--- src/rtl/up_bus_arbiter.sv ---
// up_bus_arbiter
//   Shares one up_* register bus between two masters (m0 = host CPU port,
//   m1 = internal test sequencer). Masters are granted round-robin. Each
//   transaction produces a single-cycle up_cs strobe. Reads wait RD_LAT
//   cycles, capture up_data_rd and return it together with the ack. After
//   every ack the bus is held idle for GAP cycles.
//
// Parameters
//   RD_LAT  cycles after the strobe cycle until up_data_rd is valid (1..15)
//   GAP     idle cycles forced after each ack (0..15)
//
// Ports
//   up_clk, up_rst_n         clock, synchronous active-low reset
//   mN_req/wr/addr/wdata     master N request and fields, held until mN_ack
//   mN_ack                   one-cycle completion pulse
//   mN_rdata                 read data, valid with mN_ack on reads; holds
//   up_cs/wr/rd/addr/data_wr bus strobe, qualifiers, address, write data
//   up_data_rd               slave read data
//   grant                    master owning the current transaction
//   busy                     high whenever the FSM is not IDLE
module up_bus_arbiter #(
  parameter int RD_LAT = 2,
  parameter int GAP    = 1
) (
  input  logic        up_clk,
  input  logic        up_rst_n,
  input  logic        m0_req,
  input  logic        m0_wr,
  input  logic [31:0] m0_addr,
  input  logic [31:0] m0_wdata,
  output logic        m0_ack,
  output logic [31:0] m0_rdata,
  input  logic        m1_req,
  input  logic        m1_wr,
  input  logic [31:0] m1_addr,
  input  logic [31:0] m1_wdata,
  output logic        m1_ack,
  output logic [31:0] m1_rdata,
  output logic        up_cs,
  output logic        up_wr,
  output logic        up_rd,
  output logic [31:0] up_addr,
  output logic [31:0] up_data_wr,
  input  logic [31:0] up_data_rd,
  output logic        grant,
  output logic        busy
);

  typedef enum logic [2:0] {
    S_IDLE,
    S_STROBE,
    S_WAIT,
    S_ACK,
    S_GAP
  } state_t;

  // Terminal counts for the 4-bit WAIT/GAP counter. GAP_LAST is only used
  // when GAP > 0.
  localparam logic [3:0] RD_LAST  = 4'(RD_LAT - 1);
  localparam logic [3:0] GAP_LAST = 4'(GAP - 1);

  state_t      state_reg;
  logic [3:0]  cnt_reg;
  logic        ptr_reg;     // preferred master when both request
  logic        lat_wr_reg;  // direction of the transaction in flight
  logic [1:0]  ack_reg;
  logic [31:0] rdata_reg [2];

  logic [1:0]  req;
  logic [1:0]  wr_sel;
  logic [31:0] addr_sel  [2];
  logic [31:0] wdata_sel [2];
  logic        pick;

  assign req          = {m1_req, m0_req};
  assign wr_sel       = {m1_wr, m0_wr};
  assign addr_sel[0]  = m0_addr;
  assign addr_sel[1]  = m1_addr;
  assign wdata_sel[0] = m0_wdata;
  assign wdata_sel[1] = m1_wdata;

  // Contention goes to the pointer; otherwise to whichever master requests.
  assign pick = (req == 2'b11) ? ptr_reg : req[1];

  assign m0_ack   = ack_reg[0];
  assign m1_ack   = ack_reg[1];
  assign m0_rdata = rdata_reg[0];
  assign m1_rdata = rdata_reg[1];

  always_ff @(posedge up_clk) begin
    if (!up_rst_n) begin
      state_reg    <= S_IDLE;
      cnt_reg      <= '0;
      ptr_reg      <= 1'b0;
      lat_wr_reg   <= 1'b0;
      ack_reg      <= '0;
      rdata_reg[0] <= '0;
      rdata_reg[1] <= '0;
      up_cs        <= 1'b0;
      up_wr        <= 1'b0;
      up_rd        <= 1'b0;
      up_addr      <= '0;
      up_data_wr   <= '0;
      grant        <= 1'b0;
      busy         <= 1'b0;
    end else begin
      // Bus fields and acks are single-cycle pulses; default them low.
      up_cs      <= 1'b0;
      up_wr      <= 1'b0;
      up_rd      <= 1'b0;
      up_addr    <= '0;
      up_data_wr <= '0;
      ack_reg    <= '0;

      case (state_reg)
        S_IDLE: begin
          if (|req) begin
            grant      <= pick;
            ptr_reg    <= ~pick;
            lat_wr_reg <= wr_sel[pick];
            // The strobe is registered here so it is visible exactly in
            // the STROBE cycle.
            up_cs      <= 1'b1;
            up_addr    <= addr_sel[pick];
            up_wr      <= wr_sel[pick];
            up_rd      <= ~wr_sel[pick];
            up_data_wr <= wr_sel[pick] ? wdata_sel[pick] : 32'h0;
            busy       <= 1'b1;
            state_reg  <= S_STROBE;
          end
        end

        S_STROBE: begin
          cnt_reg <= '0;
          if (lat_wr_reg) begin
            ack_reg[grant] <= 1'b1;
            state_reg      <= S_ACK;
          end else begin
            state_reg <= S_WAIT;
          end
        end

        S_WAIT: begin
          if (cnt_reg == RD_LAST) begin
            rdata_reg[grant] <= up_data_rd;
            ack_reg[grant]   <= 1'b1;
            state_reg        <= S_ACK;
          end else begin
            cnt_reg <= cnt_reg + 4'd1;
          end
        end

        S_ACK: begin
          cnt_reg <= '0;
          if (GAP > 0) begin
            state_reg <= S_GAP;
          end else begin
            busy      <= 1'b0;
            state_reg <= S_IDLE;
          end
        end

        S_GAP: begin
          if (cnt_reg == GAP_LAST) begin
            busy      <= 1'b0;
            state_reg <= S_IDLE;
          end else begin
            cnt_reg <= cnt_reg + 4'd1;
          end
        end

        default: begin
          busy      <= 1'b0;
          state_reg <= S_IDLE;
        end
      endcase
    end
  end

endmodule

--- config.mk ---
export PLATFORM = sky130hd
export DESIGN_NAME = up_bus_arbiter
export DESIGN_NICKNAME = d
export VERILOG_FILES = /design/src/rtl/up_bus_arbiter.sv
export SDC_FILE = /design/constraint.sdc
export NUM_CORES = 1
export LEC_CHECK = 0
export ABC_CLOCK_PERIOD_IN_PS = 12100
export BUFFER_PORTS_ARGS = -buffer_cell sky130_fd_sc_hd__buf_2
export CORE_ASPECT_RATIO = 0.7
export CORE_MARGIN = 2
export CORE_UTILIZATION = 47
export DETAILED_ROUTE_END_ITERATION = 16
export GPL_TIMING_DRIVEN = 0
export PLACE_DENSITY = 0.89
export SYNTH_ARGS = -nofsm -noshare
export SYNTH_HDL_FRONTEND = slang
export SYNTH_SLANG_ARGS = --single-unit
--- constraint.sdc ---
create_clock -name up_clk -period 12.1 [get_ports up_clk]
set_input_delay 1.21 -clock up_clk [delete_from_list [all_inputs] [get_ports up_clk]]
set_output_delay 1.21 -clock up_clk [all_outputs]
set_load 0.05 [all_outputs]
==> results_dict.tcl, run 1 <==
set metrics [dict create \
    final_cell_mix "buf_2 (300), nand2_1 (134), dfxtp_1 (80)" \
    final_nets 993 \
    fin_ws_ns 9.199 \
    worstPathArrival_ns 3.16 \
    post_cts_buffers 0 \
    clock_skew_ns 0.008937 \
    status "finished, final reports clean" \
    synthCells 503 \
    netlist_area_um2 5351 \
    numCtsBuffers 17 \
    slowest_delay_ns 0.41 \
    timing.fmax_mhz 344.7 \
    grt_pass1_wl_um 23810 \
    max-cap-violations 0 \
    finalSetupViolCount 0 \
    place_hpwl_um 12180 \
    wl_met1_um 5917 \
    area_growth_pct 44.80 \
    cts_sinks 144 \
    start_util_pct 48.43 \
    io_buffers 300 \
    place_ws_ns 8.799 \
    cp-end-kind "register" \
    yosysSeqAreaShare_pct 65.84 \
    worstPathMaxFanout 10 \
    cts_hold_buf 0 \
    ys_ff_latch 144 \
    rsz0062_at_grt "false" \
    core_um2 11050 \
    wl_met3_um 1446 \
    route.met2.wl_um 7731 \
    htreeDepth 4 \
    synth_edf_count 64 \
    max-vdd-ir-drop_v 0.0001120 \
    routabilityCongestion 0.9012 \
    clk_path_buf_depth 2 \
    drtPass1Iterations 5 \
    routed_wl_um 15550 \
    layout_worst_path_cycle_share_pct 23.98 \
    maxSlewHeadroom_pct 47.08 \
    tightest_slew_ns 0.7866 \
    ys_types 39 \
    grt_max_degree 18 \
    p_leak_nw 3.763 \
    post_cts_resized 0 \
    grt_pass1_vias 4579 \
    critPathKind "in2reg" \
    ant_nets 0 \
    fill_cells 831 \
    vias 4813 \
    hold_viol 0 \
    post_drt_via_cell_ratio 4.847 \
    num_rows 32 \
    critPathLaunchType "input port" \
    grt_overflow 0 \
    io_pins 301 \
    largest_reg_flops 64 \
    wire_per_inst_um 15.66 \
    clk-insertion-delay-late_ns 0.41 \
    fin_setup_tns_ns 0 \
    min-delay-path-class "reg2reg" \
    die-height_um 93.28 \
    cts_tree "yes" \
    drive_gt1_share_pct 41.58 \
    final_common_cell "buf_2" \
    drt_iter0_drc 284 \
    fin_crit_ns 2.901 \
    utilization_pct 70.12 \
    synth_flop_cell "dfxtp_1" \
    power_density_nw_per_um2 201.7 \
    worst-endpoint-required_ns 12.36 \
    drc_errors 0 \
    slew_viol_final 0 \
    synth_area_per_cell_um2 10.64 \
    fp.dieArea_um2 12270 \
    crit_chain "buf_2 -> nor2_1 -> nor3_1 -> nand2b_1 -> clkbuf_1 -> inv_1 -> o21ai_1 -> clkbuf_1 -> a21oi_1" \
    path_clk_slew_ns 0.06 \
    slowest_stage "clkbuf_1" \
    fp.dieW_um 131.5 \
    yosysWarnings 0 \
    power_w 0.001563 \
    antenna_found_initial 4 \
    syn_nets 672 \
    synthArstFlopShare_pct 0 \
    top_layer "met5" \
    grtUsageTotal_pct 25.55 \
    path_common_cell "clkbuf_1" \
    cts-root-buf "clkbuf_16" \
]
-- cell usage after synthesis, types with 3 or more instances --
master | count | area [um2]
and2_1 | 67 | 419.2
a21oi_1 | 69 | 345.3
o21ai_0 | 3 | 15.01
mux2i_1 | 3 | 30.03
buf_6 | 6 | 67.56
inv_1 | 6 | 22.52
nand2_1 | 134 | 503.0
ha_1 | 3 | 37.54
dfxtp_1 | 80 | 1602
nor2_1 | 11 | 41.29
nor3_1 | 3 | 15.01
edfxtp_1 | 64 | 1922
nand2b_1 | 5 | 31.28
clkbuf_1 | 22 | 82.58
-- per-layer routing --
layer / track usage [%] / vias up
met5: 0 / -
met4: 9.420 / 2
met3: 10.30 / 33
met2: 43.80 / 240
met1: 29.12 / 2211
li1: - / 2327
-- cell families after synthesis --
kind of cell / Yosys count / share of synthesized area, %
buf+inv: 35 / 3.297
flops: 144 / 65.84
xor+xnor: 1 / 0.1637
compound gates: 83 / 8.371
simple gates: 234 / 21.07
mux: 3 / 0.5612
fa+ha+maj: 3 / 0.7015
-- worst max-delay path: cells and delay by family --
family,cells,cell delay (ns)
AOI/OAI and AO/OA,2,0.50
and+or+nand+nor,3,0.45
buffers and inverters,4,1.00
-- layout make-up --
| class | instances | area (um2) | area share [%] |
|---|---|---|---|
| diodes | 3 | 7.507 | 0.09688 |
| plain buffers | 29 | 153.9 | 1.986 |
| clock buffers | 19 | 442.9 | 5.716 |
| clock inverters | 13 | 176.4 | 2.277 |
| inverters | 6 | 22.52 | 0.2907 |
| multi-input cells | 324 | 1674 | 21.61 |
| flip-flops and latches | 144 | 3523 | 45.47 |
| well taps | 153 | 191.4 | 2.471 |
| repair buffers | 302 | 1556 | 20.09 |
-- per-stage QoR --
step           cells  cell area (um2)  hold slack [ns]
2_1_floorplan    503             5351           0.4602
3_3_place_gp     956             7044           0.4576
3_5_place_dp     958             7122           0.4676
4_1_cts          990             7741           0.4772
5_1_grt          992             7746           0.5060
6_report         993             7749           0.4752
-- worst paths after layout --
check	start	endpoint	slack (ns)	cells past startpoint
worst max-delay path	m1_req	up_data_wr[26]	9.20	9
worst min-delay path	busy	busy	0.48	2
worst max register to register	cnt_reg[0]	rdata_reg[0][20]	9.51	5
worst min register to register	busy	busy	0.48	2
-- report_power, final --
part,total [W],internal [W],switching (W)
clock network,0.000543,0.000335,0.000208
registers,0.000588,0.000568,0.0000203
logic,0.000432,0.000113,0.000319
(Power assumes the default switching activity.)
==> inputs of run 2 (changes only) <==
==> config.mk (replaced) <==
export PLATFORM = sky130hd
export DESIGN_NAME = up_bus_arbiter
export DESIGN_NICKNAME = d
export VERILOG_FILES = /design/src/rtl/up_bus_arbiter.sv
export SDC_FILE = /design/constraint.sdc
export NUM_CORES = 1
export LEC_CHECK = 0
export ABC_AREA = 1
export ABC_CLOCK_PERIOD_IN_PS = 2920
export BUFFER_PORTS_ARGS = -buffer_cell sky130_fd_sc_hd__buf_2
export CORE_ASPECT_RATIO = 0.7
export CORE_MARGIN = 2
export CORE_UTILIZATION = 44
export DETAILED_ROUTE_END_ITERATION = 16
export GPL_TIMING_DRIVEN = 0
export PLACE_DENSITY = 0.84
export SYNTH_ARGS = -nofsm -noshare
export SYNTH_HDL_FRONTEND = slang
export SYNTH_SLANG_ARGS = --single-unit
==> constraint.sdc (replaced) <==
create_clock -name up_clk -period 2.92 [get_ports up_clk]
set_input_delay 0.292 -clock up_clk [delete_from_list [all_inputs] [get_ports up_clk]]
set_output_delay 0.292 -clock up_clk [all_outputs]
set_load 0.05 [all_outputs]
==> run 2 against run 1 <==
  * Worst setup slack got worse by 8.7 ns
  * Critical path type is now reg2reg
  * Via count increased by 1.9%
  * Final cell count up 5.3%
  * Final area down 0.42%
  * Clock power increased to 4.0 times the previous value
  * Synthesized cell count increased by 11%
  * Die area rose by 7.9%
  * First-iteration DRC count shrank 32%
==> results_dict.tcl, run 2 <==
set metrics [dict create \
    cts_hold_buf 0 \
    yosysWarnings 0 \
    ys_types 22 \
    final_nets 1045 \
    p_leak_nw 3.964 \
    syn_nets 727 \
    netlist.area_leader.share_pct 35.45 \
    clock_skew_ns 0.006600 \
    path_clk_slew_ns 0.06 \
    grt_pass1_vias 4768 \
    routed_wl_um 15560 \
    ant_nets 0 \
    yosysMostFrequentCell "nand2_1" \
    power_density_nw_per_um2 756.2 \
    drt_iter0_drc 193 \
    wire_per_inst_um 14.88 \
    drtPass1Iterations 4 \
    hold_depth 3 \
    fp.dieArea_um2 13240 \
    fin_setup_tns_ns 0 \
    synth_edf_count 64 \
    synth_flop_cell "dfxtp_1" \
    htreeDepth 4 \
    core_um2 11850 \
    synthArstFlopShare_pct 0 \
    fp.dieW_um 136.7 \
    antenna_found_initial 3 \
    grt_pass1_wl_um 23470 \
    grt_overflow 0 \
    yosysSeqAreaShare_pct 64.99 \
    yosysTopAreaCell "edfxtp_1" \
    drc_errors 0 \
    status "finished, final reports clean" \
    cts_tree "yes" \
    hold_viol 0 \
    max-vdd-ir-drop_v 0.0004686 \
    post_cts_buffers 0 \
    synth_area_per_cell_um2 9.716 \
    largest_reg_flops 64 \
    grt_max_degree 33 \
    area_growth_pct 42.33 \
    start_util_pct 45.75 \
    r2r_cells 6 \
    io_pins 301 \
    min-delay-path-class "in2reg" \
    netlist_area_um2 5421 \
    fill_cells 999 \
    cp-end-kind "register" \
    drive_gt1_share_pct 43.87 \
    routabilityCongestion 0.9119 \
    regArea_um2 3523 \
    clk-insertion-delay-late_ns 0.41 \
    clk_path_buf_depth 2 \
    final_common_cell "buf_2" \
    place_hpwl_um 12040 \
    cts_sinks 144 \
    hold_ws_ns 0.1317 \
    final_cell_mix "buf_2 (314), nand2_1 (154), nor2_1 (81)" \
    layout_worst_path_cycle_share_pct 82.84 \
    tightest_slew_ns 0.7982 \
    worstPathArrival_ns 2.45 \
    multi_input_area_um2 1543 \
    antenna-diode-count 0 \
    cts-root-buf "clkbuf_16" \
    maxSlewHeadroom_pct 46.60 \
    grtUsageTotal_pct 23.18 \
    die-height_um 96.87 \
    finalSetupViolCount 0 \
    post_drt_via_cell_ratio 4.690 \
    critPathKind "reg2reg" \
    worstPathMaxFanout 32 \
    critPathLaunchType "register" \
    ys_top_cells_by_count "nand2_1 (156), nor2_1 (81), dfxtp_1 (80)" \
    fin_crit_ns 2.419 \
    fin_area_um2 7716 \
    io_buffers 299 \
    place_area_um2 7114 \
    slew_viol_final 0 \
    rsz0062_at_grt "false" \
    worst-endpoint-required_ns 2.95 \
    numCtsBuffers 17 \
    synth_area_leaders "edfxtp_1 (35%), dfxtp_1 (30%), nand2_1 (11%)" \
    num_rows 33 \
    synthCells 558 \
    post_cts_resized 0 \
    timing.fmax_mhz 413.4 \
    max-cap-violations 0 \
    ys_ff_latch 144 \
    vias 4906 \
]
run 2: cell types whose count changed in the layout (fill, tap and decap cells not counted), sizes merged, moves of 13 or more:
cell / change
nor2: +70
and2: -67
inv: +43
nand2: +23
clkbuf: -19
nand3: +13
run 2: layer usage:
metal / GRT usage (%) / wire [um] / share of wire, %
met3: 6.132 / 1204 / 7.7
met4: 9.215 / 373 / 2.4
met5: 0 / 24 / 0.15
met2: 40.04 / 7709 / 50
met1: 27.21 / 6249 / 40
run 2: per-stage QoR:
stage / setup WS, ns / instances / total power [W] / util (%)
floorplan: 0.6615 / 558 / 0.003319 / -
global placement: 0.1049 / 1014 / 0.003677 / 60.04
detailed placement: 0.01967 / 1014 / 0.003701 / 60.04
CTS: 0.008663 / 1046 / 0.005882 / 65.07
global route: 0.2930 / 1046 / 0.006069 / 65.11
finish: 0.5010 / 1046 / 0.005835 / 65.11
run 2: area by class of cell:
type,instances,share of cell area (%)
buffer,26,2.092
clock buffer,18,5.562
clock inverter,14,2.173
inverter,53,2.578
multi-input combinational,335,19.99
sequential,144,45.66
tap,157,2.546
timing repair buffer,299,19.39
run 2: report_power, final:
part           leakage, nW  switching, W  internal, W
logic                 2.36      0.000971     0.000344
clock network        0.288      0.000828      0.00134
registers             1.31     0.0000752      0.00227
total                 3.96       0.00187      0.00396
run 2: logic make-up (layout without fill, tap and decap cells):
group,Yosys count,after routing,share of synthesized area [%]
AO/OA/AOI/OAI,73,73,8.770
adder cells (fa/ha/maj),3,3,0.6924
buffers and inverters,79,410,6.647
flip-flops,144,144,64.99
AND/OR/NAND/NOR,259,259,18.90
run 2: final timing paths:
path / end / startpoint / slack [ns]
worst max-delay path: rdata_reg[1][2] / cnt_reg[0] / 0.50
worst min-delay path: up_addr[3] / m1_addr[3] / 0.13
worst max register to register: rdata_reg[1][2] / cnt_reg[0] / 0.50
worst min register to register: ptr_reg / ptr_reg / 0.49
run 2: worst max-delay path, stage by stage (launching register included):
cell,delay (ns)
dfxtp_1,0.44
ha_1,0.18
nand3_1,0.10
nor2_1,0.20
nand3_1,0.24
buf_2,0.27
nand2_2,0.59
